`src/rtl/cdb_arbiter_pkg.sv`:
```
// Shared parameters and types for the common data bus (CDB) arbiter.
// Holds the global datapath widths and the source encoding.
package cdb_arbiter_pkg;

  localparam int XLEN           = 32;
  localparam int ROB_SIZE_WIDTH = 4;

  // Source tag carried on cdb_src.
  typedef enum logic {
    CDB_SRC_ALU = 1'b0,
    CDB_SRC_MEM = 1'b1
  } cdb_src_e;

  // One buffered result waiting for the bus.
  typedef struct packed {
    logic [XLEN-1:0]           res;
    logic [ROB_SIZE_WIDTH-1:0] id;
  } cdb_entry_t;

endpackage

```
`src/rtl/cdb_fifo.sv`:
```
// Per-source result FIFO for the CDB arbiter.
// Pushes are dropped when full, even if a pop happens in the same cycle.
// Flush empties the FIFO and discards any same-cycle push.
module cdb_fifo
  import cdb_arbiter_pkg::*;
#(
  parameter int DEPTH = 2
) (
  input  logic       clk,
  input  logic       rst,
  input  logic       flush,
  input  logic       push,
  input  logic       pop,
  input  cdb_entry_t din,
  output cdb_entry_t head,
  output logic       full,
  output logic       empty
);

  localparam int PW = (DEPTH > 1) ? $clog2(DEPTH) : 1;

  cdb_entry_t      storage [DEPTH];
  logic [PW-1:0]   head_ptr;
  logic [PW-1:0]   tail_ptr;
  logic [PW:0]     count;
  logic            do_push;
  logic            do_pop;

  assign full    = (count == (PW+1)'(DEPTH));
  assign empty   = (count == '0);
  assign do_push = push && !flush && !full;
  assign do_pop  = pop && !flush && !empty;
  assign head    = storage[head_ptr];

  // Pointer and occupancy bookkeeping; power-of-two depth lets pointers wrap naturally.
  always_ff @(posedge clk or posedge rst) begin
    if (rst) begin
      // NOTE: sequential state uses non-blocking assignments so every register
      // samples pre-edge values regardless of statement order.
      head_ptr <= '0;
      tail_ptr <= '0;
      count    <= '0;
    end else if (flush) begin
      head_ptr <= '0;
      tail_ptr <= '0;
      count    <= '0;
    end else begin
      if (do_push) tail_ptr <= tail_ptr + 1'b1;
      if (do_pop)  head_ptr <= head_ptr + 1'b1;
      case ({do_push, do_pop})
        2'b10:   count <= count + 1'b1;
        2'b01:   count <= count - 1'b1;
        default: count <= count;
      endcase
    end
  end

  // Entry storage write.
  always_ff @(posedge clk) begin
    // NOTE: storage is deliberately not reset; count gates visibility, so stale
    // contents are never observed and the array can map to plain RAM/flops.
    if (do_push) storage[tail_ptr] <= din;
  end

endmodule

```
`src/rtl/cdb_arbiter.sv`:
```
// CDB arbiter: buffers ALU and load results and broadcasts one per cycle.
// Default build arbitrates round-robin between the two sources.
// Define CDB_ARBITER_FIXED_PRIO_EN to give MEM fixed priority over ALU.
module cdb_arbiter
  import cdb_arbiter_pkg::*;
#(
  parameter int FIFO_DEPTH = 2
) (
  input  logic                      clk,
  input  logic                      rst,
  input  logic                      flush,
  input  logic                      alu_ready,
  input  logic [XLEN-1:0]           alu_res,
  input  logic [ROB_SIZE_WIDTH-1:0] alu_id,
  input  logic                      mem_ready,
  input  logic [XLEN-1:0]           mem_res,
  input  logic [ROB_SIZE_WIDTH-1:0] mem_id,
  output logic                      cdb_alu_stall,
  output logic                      cdb_mem_stall,
  output logic                      cdb_ready,
  output logic [XLEN-1:0]           cdb_val,
  output logic [ROB_SIZE_WIDTH-1:0] cdb_id,
  output logic                      cdb_src
);

  cdb_entry_t alu_in, mem_in;
  cdb_entry_t alu_head, mem_head, win_head;
  logic       alu_full, alu_empty, mem_full, mem_empty;
  logic       alu_pop, mem_pop;
  logic       grant_valid;
  cdb_src_e   grant_src;

  assign alu_in = '{res: alu_res, id: alu_id};
  assign mem_in = '{res: mem_res, id: mem_id};

  cdb_fifo #(.DEPTH(FIFO_DEPTH)) u_alu_fifo (
    .clk   (clk),
    .rst   (rst),
    .flush (flush),
    .push  (alu_ready),
    .pop   (alu_pop),
    .din   (alu_in),
    .head  (alu_head),
    .full  (alu_full),
    .empty (alu_empty)
  );

  cdb_fifo #(.DEPTH(FIFO_DEPTH)) u_mem_fifo (
    .clk   (clk),
    .rst   (rst),
    .flush (flush),
    .push  (mem_ready),
    .pop   (mem_pop),
    .din   (mem_in),
    .head  (mem_head),
    .full  (mem_full),
    .empty (mem_empty)
  );

  // Stall reflects the current occupancy only; a same-cycle pop does not lower it.
  assign cdb_alu_stall = alu_full;
  assign cdb_mem_stall = mem_full;

`ifndef CDB_ARBITER_FIXED_PRIO_EN
  cdb_src_e last_grant;

  // Remember the last winner so the next contest goes the other way.
  always_ff @(posedge clk or posedge rst) begin
    if (rst)                        last_grant <= CDB_SRC_MEM;
    else if (!flush && grant_valid) last_grant <= grant_src;
  end
`endif

  // Choose which FIFO head goes on the bus this cycle.
  always_comb begin
    // NOTE: every combinational output gets a default first so no path leaves
    // it unassigned, which would infer a latch.
    grant_valid = !alu_empty || !mem_empty;
    grant_src   = CDB_SRC_ALU;
    if (!alu_empty && !mem_empty) begin
`ifdef CDB_ARBITER_FIXED_PRIO_EN
      grant_src = CDB_SRC_MEM;
`else
      grant_src = (last_grant == CDB_SRC_ALU) ? CDB_SRC_MEM : CDB_SRC_ALU;
`endif
    end else if (!mem_empty) begin
      grant_src = CDB_SRC_MEM;
    end
  end

  assign alu_pop  = grant_valid && (grant_src == CDB_SRC_ALU);
  assign mem_pop  = grant_valid && (grant_src == CDB_SRC_MEM);
  assign win_head = (grant_src == CDB_SRC_MEM) ? mem_head : alu_head;

  // Registered broadcast; payload holds its last value when nothing is granted.
  always_ff @(posedge clk or posedge rst) begin
    if (rst) begin
      cdb_ready <= 1'b0;
      cdb_val   <= '0;
      cdb_id    <= '0;
      cdb_src   <= 1'b0;
    end else if (flush) begin
      cdb_ready <= 1'b0;
    end else if (grant_valid) begin
      cdb_ready <= 1'b1;
      cdb_val   <= win_head.res;
      cdb_id    <= win_head.id;
      cdb_src   <= grant_src;
    end else begin
      cdb_ready <= 1'b0;
    end
  end

endmodule

```
`config.mk`:
```
export PLATFORM = sky130hd
export DESIGN_NAME = cdb_arbiter
export DESIGN_NICKNAME = d
export VERILOG_FILES = /design/src/rtl/cdb_arbiter_pkg.sv /design/src/rtl/cdb_fifo.sv /design/src/rtl/cdb_arbiter.sv
export SDC_FILE = /design/constraint.sdc
export NUM_CORES = 1
export LEC_CHECK = 0
export ABC_AREA = 1
export BUFFER_PORTS_ARGS = -buffer_cell sky130_fd_sc_hd__buf_2
export CORE_ASPECT_RATIO = 1.1
export CORE_MARGIN = 3
export CORE_UTILIZATION = 51
export DETAILED_ROUTE_END_ITERATION = 8
export GPL_ROUTABILITY_DRIVEN = 0
export PLACE_DENSITY_LB_ADDON = 0.05
export SLEW_MARGIN = 0
export SYNTH_ARGS = -nofsm -noshare
export SYNTH_HDL_FRONTEND = slang
export SYNTH_SLANG_ARGS = --single-unit
```
`constraint.sdc`:
```
create_clock -name clk -period 3.1 [get_ports clk]
set_clock_uncertainty 0.2 [all_clocks]
set_input_delay 0.775 -clock clk [delete_from_list [all_inputs] [get_ports clk]]
set_output_delay 0.775 -clock clk [all_outputs]
set_load 0.02 [all_outputs]
```
==> Yosys cells after proc, flatten, opt, wreduce, memory -nomap -nowiden <==
Memory sizes are Yosys's and may differ from the RTL's.
Index checks and enable logic that the tools add are counted.
Widths: inputs -> output; s select.
{ "word_totals": {"regBits": 47, "ram_bits": 144, "elab_cells": 78, "mem_count": 2} }
{ "mem_list": {"columns": ["name", "words", "word_bits", "rd", "rd_ports_with_merged_regs", "wr", "line", "text"], "rows": [
  ["u_alu_fifo.storage", 2, 36, 1, 0, 1, "cdb_fifo.sv:22", "cdb_entry_t storage [DEPTH];"],
  ["u_mem_fifo.storage", 2, 36, 1, 0, 1, "cdb_fifo.sv:22", null]
]} }
{ "classes": {"add_sub_neg": 8, "eq_ne": 6, "n_mux": 22, "bitwise": 2, "reduce_logical": 27} }
{ "ops": {"columns": ["cell", "count"], "rows": [
  ["$mux 36", 1],
  ["$mux 1", 17],
  ["$logic_and 1x1->1", 12],
  ["$eq 2x2->1 const B", 4],
  ["$pmux 2 s2", 2],
  ["$reduce_bool 2->1", 4],
  ["$reduce_bool 3->1", 2],
  ["$logic_not 1->1", 5],
  ["$add 1x1->1 const B", 4],
  ["$add 2x1->2 const B", 2],
  ["$eq 2x1->1 const B", 2],
  ["$logic_not 2->1", 2],
  ["$mux 2", 2],
  ["$sub 2x1->2 const B", 2],
  ["$not 1->1", 2],
  ["$reduce_and 2->1", 1],
  ["$logic_or 1x1->1", 1]
]} }

==> Depth between registers and ports, before layout <==
Gate-level depths: netlist (run 1).
{ "logic_depth": {"word_depth": 11, "depth_mapped": 10, "depth_no_buf": 10} }

==> Cells and area by module <==
From an unflattened synthesis (run 1), not the netlist that was laid out.
{ "unflattened": {"cells_unflattened": 624, "hier_area_um2": 7927.6} }
{ "by_module_without_submodules": {"columns": ["mod", "n_inst", "cells_each", "area_each_um2", "seq_area_each_um2"], "rows": [
  ["cdb_fifo", 2, 151, 2867.8, 2262.2],
  ["cdb_arbiter", 1, 322, 2192.1, 977.2]
]} }

==> Worst setup path before layout (run 1) <==
No wires, ideal clock.
{ "synth_path": {"path_type": "input-to-reg", "startpoint": "input port flush", "endpoint": "memory u_mem_fifo.storage[0][0] (netlist bit) (enable)", "setup_ns": 0.430, "arrival_time_ns": 2.636, "t_required_ns": 2.470, "path_slack_ns": -0.166, "cell_stages": 4, "path_buffers": 1, "path_cell_list": "inv_1 > buf_2 > nand2_1 > nor2_1"} }
{ "synth_between": {"elab_chain_len": 5} }
{ "synth_lines": {"columns": ["item", "line", "text"], "rows": [
  ["start, declared", "cdb_arbiter.sv:11", "input logic flush,"],
  ["$logic_not 1->1", "cdb_fifo.sv:31", "assign do_push = push && !flush && !full;"],
  ["$logic_and 1x1->1 (2 in a row)", "cdb_fifo.sv:31", null],
  ["$mux 1", "cdb_fifo.sv:62", "if (do_push) storage[tail_ptr] <= din;"],
  ["$mux 1 (not written as such)", "cdb_fifo.sv:62", null],
  ["end, declared", "cdb_fifo.sv:22", null]
]} }
No other way between the ends.

==> Worst setup path in the final report (run 1) <==
{ "layout_path": {"startpoint": "register u_alu_fifo.count[1]", "endpoint": "register cdb_val[16]"} }
{ "layout_between": {"elab_chain_len": 5, "elab_cells_between_ends": 7, "cone_classes": "mux (2); reduce/logical (5)"} }
{ "layout_lines": {"columns": ["item", "line", "text"], "rows": [
  ["start, declared", "cdb_fifo.sv:25", "logic [PW:0] count;"],
  ["start signal, assigned", "cdb_fifo.sv:51", "2'b10: count <= count + 1'b1;"],
  ["start signal, assigned", "cdb_fifo.sv:52", "2'b01: count <= count - 1'b1;"],
  ["start signal, assigned", "cdb_fifo.sv:53", "default: count <= count;"],
  ["$logic_not 2->1 (*)", "cdb_fifo.sv:30", "assign empty = (count == '0);"],
  ["$logic_not 1->1 (*)", "cdb_arbiter.sv:78, cdb_arbiter.sv:80", null],
  ["$logic_and 1x1->1", "cdb_arbiter.sv:80", "if (!alu_empty && !mem_empty) begin"],
  ["$mux 1", "cdb_arbiter.sv:80", null],
  ["$mux 36", "cdb_arbiter.sv:93", "assign win_head = (grant_src == CDB_SRC_MEM) ? mem_head : alu_head;"],
  ["end signal, assigned", "cdb_arbiter.sv:106", "cdb_val <= win_head.res;"],
  ["end, declared", "cdb_arbiter.sv:21", "output logic [XLEN-1:0] cdb_val,"]
]} }
Mark *: on every way between the ends. The rest lies on a longest branch, timed or not.
A chain may end at the register's enable or synchronous reset.

==> metrics.cfg, run 1 <==
[run_status]
status=completed

[timing]
timing.final.hold_violations=0
setup_violations=0
rsz0062_at_grt=false
slew_headroom=0.5832
fin_crit_sh=0.7321
finalWorstSetupSlack_ns=0.8306
finalSetupTns_ns=0
tightest_slew_ns=0.6237
timing.fmax_mhz=440.7
fin_crit_ns=2.269
drv_slew=0

[layout]
fin_cells=867
drive_above_1_share=0.2622
area_growth_syn_to_layout_pct=18.57
nNetsFinal=743
antenna_cells=0

[critical_path]
crit_fanout=37
crit_path_end_kind=flip-flop
cp.arrival_ns=2.42
slowest_delay_ns=0.48
cp-start-kind=flip-flop
cp_cell_sequence=nor2_4 > nor2_4 > nor2_4 > inv_4 > o21ai_0 > nor2_1 > nor2_1
r2r_setup_slack_ns=0.83
crit_type=flip-flop to flip-flop
cpMaxStageDelayCell=nor2_4
worstPathRequired_ns=3.25
cpMostUsedCell=nor2_4

[global_routing]
grt_usage=0.1922
grt_pass1_wl_um=23380
grt_max_degree=76
antenna_found_initial=1
first_global_vias=4593
overflow=0

[drt]
route.detailed.drc=0
wl_per_cell_um=16.90
via_per_inst=5.046
drt-pass1-iter-count=4
drtIter0Drc=215
wl_um=14650
vias=4375
ant_nets=0

[clock_network]
ctsResizeCount=0
cts.clk_slew.worst_paths_ns=0.06
cts_sinks=191
cts.path.max_buffers=2
root_buffer=clkbuf_16
cts_max_level=4
cts_buffers=17
tritoncts=built
hold_buffers=0
postCtsSetupBuffers=0
clk_latency_ns=0.42

[floorplan]
coreArea_um2=14080
io_pins=117
row_count=45
die-area_um2=16170
fp.dieW_um=121.5
initial_core_util=0.5317
die_h_um=133.1

[power_and_ir_drop]
peakVddDrop_uv=488.6
power_density_nw_per_um2=914.0
leakagePower_nw=3.449

[flow_run]
drv_cap=0

[synthesis]
ys_seq_area_frac=0.7350
syn_area_um2=7485
ys_warn_count=0
synth_edf_count=144
synth_cells=541
synth_fp_nets=618
synth.distinct_cells=27
synth_commonest_cells=nor2_1, edfxtp_1, mux2i_1
synth_top_area_frac=0.5777
async_flop_share=0.2461
synth_seq_cells=191
synthTopCellsByArea=edfxtp_1, dfrtp_1, mux2i_1, nor2_1, o21ai_0
yosysMostFrequentCell=nor2_1
post-synth-top-area-cell=edfxtp_1
syn_area_per_cell_um2=13.83
synthFlopType=edfxtp_1

[placement]
port_buffers=116
dp_hpwl_um=9413
pre_cts_slack_ns=0.6402
place_inst=835

[worst_hold_path]
hp-class=primary input to asynchronous set/reset pin

layer usage:
| layer | up-vias | share of wire | wire [um] | GRT usage |
|---|---|---|---|---|
| met4 | 2 | 0.011 | 166 | 0.07597 |
| met2 | 106 | 0.52 | 7611 | 0.3220 |
| met5 | - | 0.00048 | 7 | 0 |
| met3 | 10 | 0.045 | 665 | 0.04318 |
| met1 | 2117 | 0.42 | 6199 | 0.2432 |
| li1 | 2140 | - | - | - |
stage by stage:
step | hold slack, ns | power (mW) | util | instance area [um^2]
after CTS | 0.2241 | 8.210 | 0.6305 | 8875
after global routing | 0.2430 | 8.618 | 0.6305 | 8875
after global placement | 0.2841 | 6.094 | 0.5902 | 8308
after floorplan | 0.2786 | 5.437 | - | 7495
after detailed placement | 0.2952 | 6.161 | 0.5902 | 8308
final | 0.2174 | 8.112 | 0.6305 | 8875
cell usage in the layout, fill, tap and decap left out, types with 3 or more instances in the layout:
cell / netlist / layout
buf_2: 10 / 116
a21oi_1: 3 / 3
o21ai_0: 25 / 25
nor2_4: 4 / 8
dfrtp_1: 46 / 44
o21ai_2: 3 / 3
nor2_1: 151 / 147
nand2_1: 21 / 21
clkbuf_16: 0 / 17
buf_12: 0 / 3
inv_1: 15 / 14
clkbuf_1: 0 / 5
edfxtp_1: 144 / 144
o21ai_1: 14 / 14
nand3_1: 8 / 8
clkbuf_8: 0 / 5
buf_4: 5 / 11
mux2i_1: 72 / 72
clkinv_2: 0 / 3
final cells by class:
type                    count  area, um^2
flip-flops and latches    191        5504
well taps                 188       235.2
clock inverters             5       53.80
inverters                  17       66.31
repair buffers            130       723.2
fillers                  1130        5201
clock buffers              27       513.0
multi-input cells         309        1779
critical path, delay by kind of cell (launching register included):
family,cells,cell delay [ns]
buf+inv,1,0.34
compound gates,1,0.28
flops,1,0.43
simple gates,5,0.92
state kept, by name, summed over array words and instances, names as in the netlist:
register / flops
cdb_ready: 1
u_mem_fifo.storage: 72
cdb_id: 4
u_alu_fifo.count: 2
u_mem_fifo.tail_ptr: 1
last_grant: 1
u_mem_fifo.head_ptr: 1
u_alu_fifo.tail_ptr: 1
cdb_val: 32
u_alu_fifo.head_ptr: 1
u_mem_fifo.count: 2
cdb_src: 1
u_alu_fifo.storage: 72
kinds of logic (layout without fill, tap and decap cells):
kind of cell,after synthesis,after routing,synth area share
compound gates,49,49,0.03544
buf+inv,41,179,0.03226
flops,191,191,0.7350
simple gates,188,188,0.1010
mux,72,72,0.09629
worst paths after layout:
| path | from | depth (start not counted) | endpoint |
|---|---|---|---|
| max | u_alu_fifo.count[1] | 7 | cdb_val[16] |
| min | rst | 2 | cdb_val[6] |
| max reg2reg | u_alu_fifo.count[1] | 7 | cdb_val[16] |
| min reg2reg | cdb_id[2] | 2 | cdb_id[2] |
| max in group asynchronous | rst | 3 | cdb_id[2] |
| min in group clk | cdb_id[2] | 2 | cdb_id[2] |
power breakdown:
| part | internal (mW) | switching [mW] |
|---|---|---|
| Clock | 1.21 | 0.841 |
| Sequential | 3.23 | 0.298 |
| Combinational | 0.899 | 1.63 |
| Total | 5.34 | 2.77 |
Power figures use the tool's default switching activity.
==> inputs of run 2 (changes only) <==
--- a/config.mk
+++ b/config.mk
@@ -9,7 +9,7 @@
 export BUFFER_PORTS_ARGS = -buffer_cell sky130_fd_sc_hd__buf_2
 export CORE_ASPECT_RATIO = 1.1
 export CORE_MARGIN = 3
-export CORE_UTILIZATION = 51
+export CORE_UTILIZATION = 56
 export DETAILED_ROUTE_END_ITERATION = 8
 export GPL_ROUTABILITY_DRIVEN = 0
 export PLACE_DENSITY_LB_ADDON = 0.05
==> constraint.sdc (replaced) <==
create_clock -name clk -period 2.2 [get_ports clk]
set_clock_uncertainty 0.2 [all_clocks]
set_input_delay 0.55 -clock clk [delete_from_list [all_inputs] [get_ports clk]]
set_output_delay 0.55 -clock clk [all_outputs]
set_load 0.02 [all_outputs]
==> metrics.cfg, run 2 (synthesis results as in run 1) <==
[layout]
layout_commonest_cell=nor2_1
stdcell_area_um2=8922
multi_input_area_um2=1779
reg_top3=u_alu_fifo.storage x72, u_mem_fifo.storage x72, cdb_val x32
nNetsFinal=749
fillers=945
drive_above_1_share=0.2672
finish.utilization=0.6939
area_growth_syn_to_layout_pct=19.21
seqCellArea_um2=5504
final_cell_mix=nor2_1, edfxtp_1, buf_2, mux2i_1, dfrtp_1
antenna_cells=0

[global_routing]
antenna_found_initial=0
first_global_vias=4619
grt_pass1_wl_um=23870
overflow=0
grt_usage=0.2179
grt_max_degree=48

[timing]
fin_crit_ns=2.048
rsz0062_at_grt=false
finalWorstSetupSlack_ns=0.1516
fin_crit_sh=0.9311
setup_violations=0
timing.fmax_mhz=488.2
timing.final.hold_violations=0
drv_slew=0
tightest_slew_ns=0.4766
whs_ns=0.1104
slew_headroom=0.6823

[floorplan]
coreArea_um2=12860
io_pins=117
die-area_um2=14790
row_count=43
die_h_um=127.3
initial_core_util=0.5821
fp.dieW_um=116.2

[clock_network]
cts_sinks=191
cts_max_level=4
cts.path.max_buffers=2
cts_buffers=17
tritoncts=built
ctsResizeCount=0
postCtsSetupBuffers=0
root_buffer=clkbuf_16
cts.clk_slew.worst_paths_ns=0.07
clk_latency_ns=0.42

[critical_path]
worstPathRequired_ns=1.45
cp.arrival_ns=1.30
crit_fanout=4
cp-start-kind=flip-flop
crit_type=flip-flop to output port
crit_path_end_kind=output port

[drt]
wl_um=15040
wl_per_cell_um=17.86
ant_nets=0
vias=4422
drtIter0Drc=209
via_per_inst=5.252
route.detailed.drc=0
drt-pass1-iter-count=5

[worst_hold_path]
hp-class=primary input to flip-flop

[power_and_ir_drop]
peakVddDrop_uv=838.8
power_density_nw_per_um2=1285
leakagePower_nw=3.472

[placement]
pre_cts_slack_ns=0.3048
postPlaceCellArea_um2=8382
port_buffers=116
dp_hpwl_um=9717

[run_status]
status=completed

[flow_run]
drv_cap=0

[run 2: final cells by class]
class                           instances  share of cell area
Sequential cell                       191              0.6169
Multi-Input combinational cell        309              0.1994
Timing Repair Buffer                  136             0.09480
Clock buffer                           18             0.04810
Tap cell                              157             0.02202
Clock inverter                         14             0.01136
Inverter                               17            0.007432
[run 2: final timing paths]
path                                           from                   endpoint  slack, ns  cells past startpoint
min in group asynchronous                       rst        u_mem_fifo.count[1]       0.52                      4
worst min-delay path                    mem_res[16]  u_mem_fifo.storage[1][20]       0.11                      1
worst max register to register  u_mem_fifo.count[0]  u_mem_fifo.storage[0][34]       0.30                      7
worst max-delay path            u_mem_fifo.count[0]              cdb_mem_stall       0.15                      4
worst min register to register           cdb_val[0]                 cdb_val[0]       0.30                      2
max in group asynchronous                       rst                 last_grant       1.00                      4
[run 2: metrics by stage]
step                total power, mW  TNS, ns  instances
floorplan                     7.666   -18.99        541
global placement              8.697        0        809
detailed placement            8.792        0        809
CTS                           11.57        0        842
global route                  12.15        0        842
finish                        11.46        0        842
[run 2: repair_timing]
action / 4_1_cts / 5_1_grt
endpoints found under the setup margin: 0 / 0
hold buffers: 1 / 0
hold endpoints to repair: 46 / 0
[run 2: where the power goes]
group / switching (mW) / total (mW) / internal, mW
Clock: 1.24 / 2.77 / 1.53
Sequential: 0.380 / 4.93 / 4.55
Combinational: 2.40 / 3.76 / 1.36
Total: 4.02 / 11.5 / 7.44
[run 2: per-layer routing]
metal | up-vias | wire, um | GRT usage
li1 | 2155 | - | -
met1 | 2144 | 6483 | 0.2827
met2 | 109 | 7743 | 0.3663
met3 | 14 | 648 | 0.04690
met4 | 0 | 164 | 0.07167
met5 | - | 0 | 0
[run 2: critical path: stages, from the launching register on]
cell     delay [ns]
dfrtp_1        0.45
inv_2          0.09
nand2_1        0.08
inv_1          0.10
buf_2          0.17
==> inputs of run 3 (changes only) <==
--- a/config.mk
+++ b/config.mk
@@ -8,7 +8,6 @@
 export ABC_AREA = 1
 export BUFFER_PORTS_ARGS = -buffer_cell sky130_fd_sc_hd__buf_2
 export CORE_ASPECT_RATIO = 1.1
-export CORE_MARGIN = 3
 export CORE_UTILIZATION = 56
 export DETAILED_ROUTE_END_ITERATION = 8
 export GPL_ROUTABILITY_DRIVEN = 0
==> constraint.sdc (replaced) <==
create_clock -name clk -period 2.2 [get_ports clk]
set_clock_uncertainty 0.2 [all_clocks]
set_input_delay 0.55 -clock clk [delete_from_list [all_inputs] [get_ports clk]]
set_output_delay 0.55 -clock clk [all_outputs]
set_load 0.1 [all_outputs]
==> metrics.cfg, run 3 (synthesis results as in run 1) <==
[run_status]
status=finished with violations
failed_checks=DRC

[layout]
fillers=931
final_cell_mix=nor2_1, edfxtp_1, buf_2, mux2i_1, dfrtp_1
layout_commonest_cell=nor2_1
area_growth_syn_to_layout_pct=19.21
antenna_cells=0
drive_above_1_share=0.2643
multi_input_area_um2=1799
finish.utilization=0.6968
seqCellArea_um2=5504
nNetsFinal=745
stdcell_area_um2=8922
fin_cells=838
reg_top3=u_alu_fifo.storage x72, u_mem_fifo.storage x72, cdb_val x32

[critical_path]
crit_type=flip-flop to output port
crit_fanout=4
cp-start-kind=flip-flop
rr_worst_depth=7
cp.arrival_ns=1.35
worstPathRequired_ns=1.45
crit_path_end_kind=output port

[drt]
drt-pass1-iter-count=7
wl_per_cell_um=17.09
vias=4489
wl_um=14330
ant_nets=0
route.detailed.drc=5
via_per_inst=5.357
drtIter0Drc=221

[placement]
port_buffers=116
pre_cts_slack_ns=0.2488
place_inst=805
dp_hpwl_um=9103
postPlaceCellArea_um2=8363

[timing]
fin_crit_ns=2.103
slew_headroom=0.6621
rsz0062_at_grt=false
timing.final.hold_violations=0
setup_violations=0
finalSetupTns_ns=0
drv_slew=0
whs_ns=0.1174
fin_crit_sh=0.9561
tightest_slew_ns=0.5103
finalWorstSetupSlack_ns=0.09658
timing.fmax_mhz=475.4

[power_and_ir_drop]
power_density_nw_per_um2=1536
pwr-share-clk=0.205
power_switching_mw=6.170
peakVddDrop_uv=1004
power_frac_seq=0.354
p_sw_frac=0.4503
leakagePower_nw=3.462
pwr-share-comb=0.441
p_int_mw=7.531
report.power.total_mw=13.70

[floorplan]
fp.dieW_um=112.2
die-area_um2=13830
die_h_um=123.3
io_pins=117
coreArea_um2=12800
row_count=43
initial_core_util=0.5845

[worst_hold_path]
whs_path_depth=1
hp-class=primary input to flip-flop

[clock_network]
tritoncts=built
cts_sinks=191
root_buffer=clkbuf_16
cts.clk_slew.worst_paths_ns=0.07
cts_max_level=4
cts.path.max_buffers=2
cts_buffers=17
postCtsSetupBuffers=0
clk_latency_ns=0.41

[global_routing]
overflow=0
grt_usage=0.2251
antenna_found_initial=0
grt_max_degree=51
grt_pass1_wl_um=23100
first_global_vias=4492

[flow_run]
drv_cap=0

## run 3: timing repair
item,CTS,global route
cloned,0,0
hold buffers,1,0
setup endpoints to repair,2,2
gates resized for setup,2,2
endpoints found under the hold margin,46,0
pin swaps,0,0
## run 3: power groups by stage
| stage | Combinational, mW | Clock, mW | Sequential, mW |
|---|---|---|---|
| 2_1_floorplan | 2.46 | 0 | 7.42 |
| 3_3_place_gp | 6.00 | 0 | 4.90 |
| 3_5_place_dp | 6.06 | 0 | 4.93 |
| 4_1_cts | 6.09 | 2.86 | 4.86 |
| 5_1_grt | 6.45 | 2.99 | 4.91 |
| 6_report | 6.04 | 2.80 | 4.85 |
## run 3: metal layers
layer	wire length (um)	GRT usage
met4	181	0.08500
met3	562	0.03824
met5	0	0
met1	6216	0.2911
met2	7365	0.3866
## run 3: worst paths after layout
check / start / end / slack (ns)
setup / recovery: u_mem_fifo.count[0] / cdb_mem_stall / 0.1
setup reg to reg: u_alu_fifo.count[0] / u_alu_fifo.storage[0][21] / 0.34
hold reg to reg: cdb_val[2] / cdb_val[2] / 0.30
max in group asynchronous: rst / last_grant / 0.96
hold / removal: mem_res[4] / u_mem_fifo.storage[0][8] / 0.12
min in group asynchronous: rst / cdb_id[1] / 0.51
## run 3: critical path: stages (launching register included)
cell	delay, ns
dfrtp_1	0.43
inv_2	0.12
nand2_4	0.07
clkinvlp_4	0.10
buf_6	0.22
## run 3: cell type report
| class | instances | area share |
|---|---|---|
| Tap cell | 157 | 0.02202 |
| Clock buffer | 25 | 0.05329 |
| Sequential cell | 191 | 0.6169 |
| Timing Repair Buffer | 132 | 0.09143 |
| Multi-Input combinational cell | 309 | 0.2017 |
| Inverter | 17 | 0.007853 |
| Clock inverter | 7 | 0.006871 |
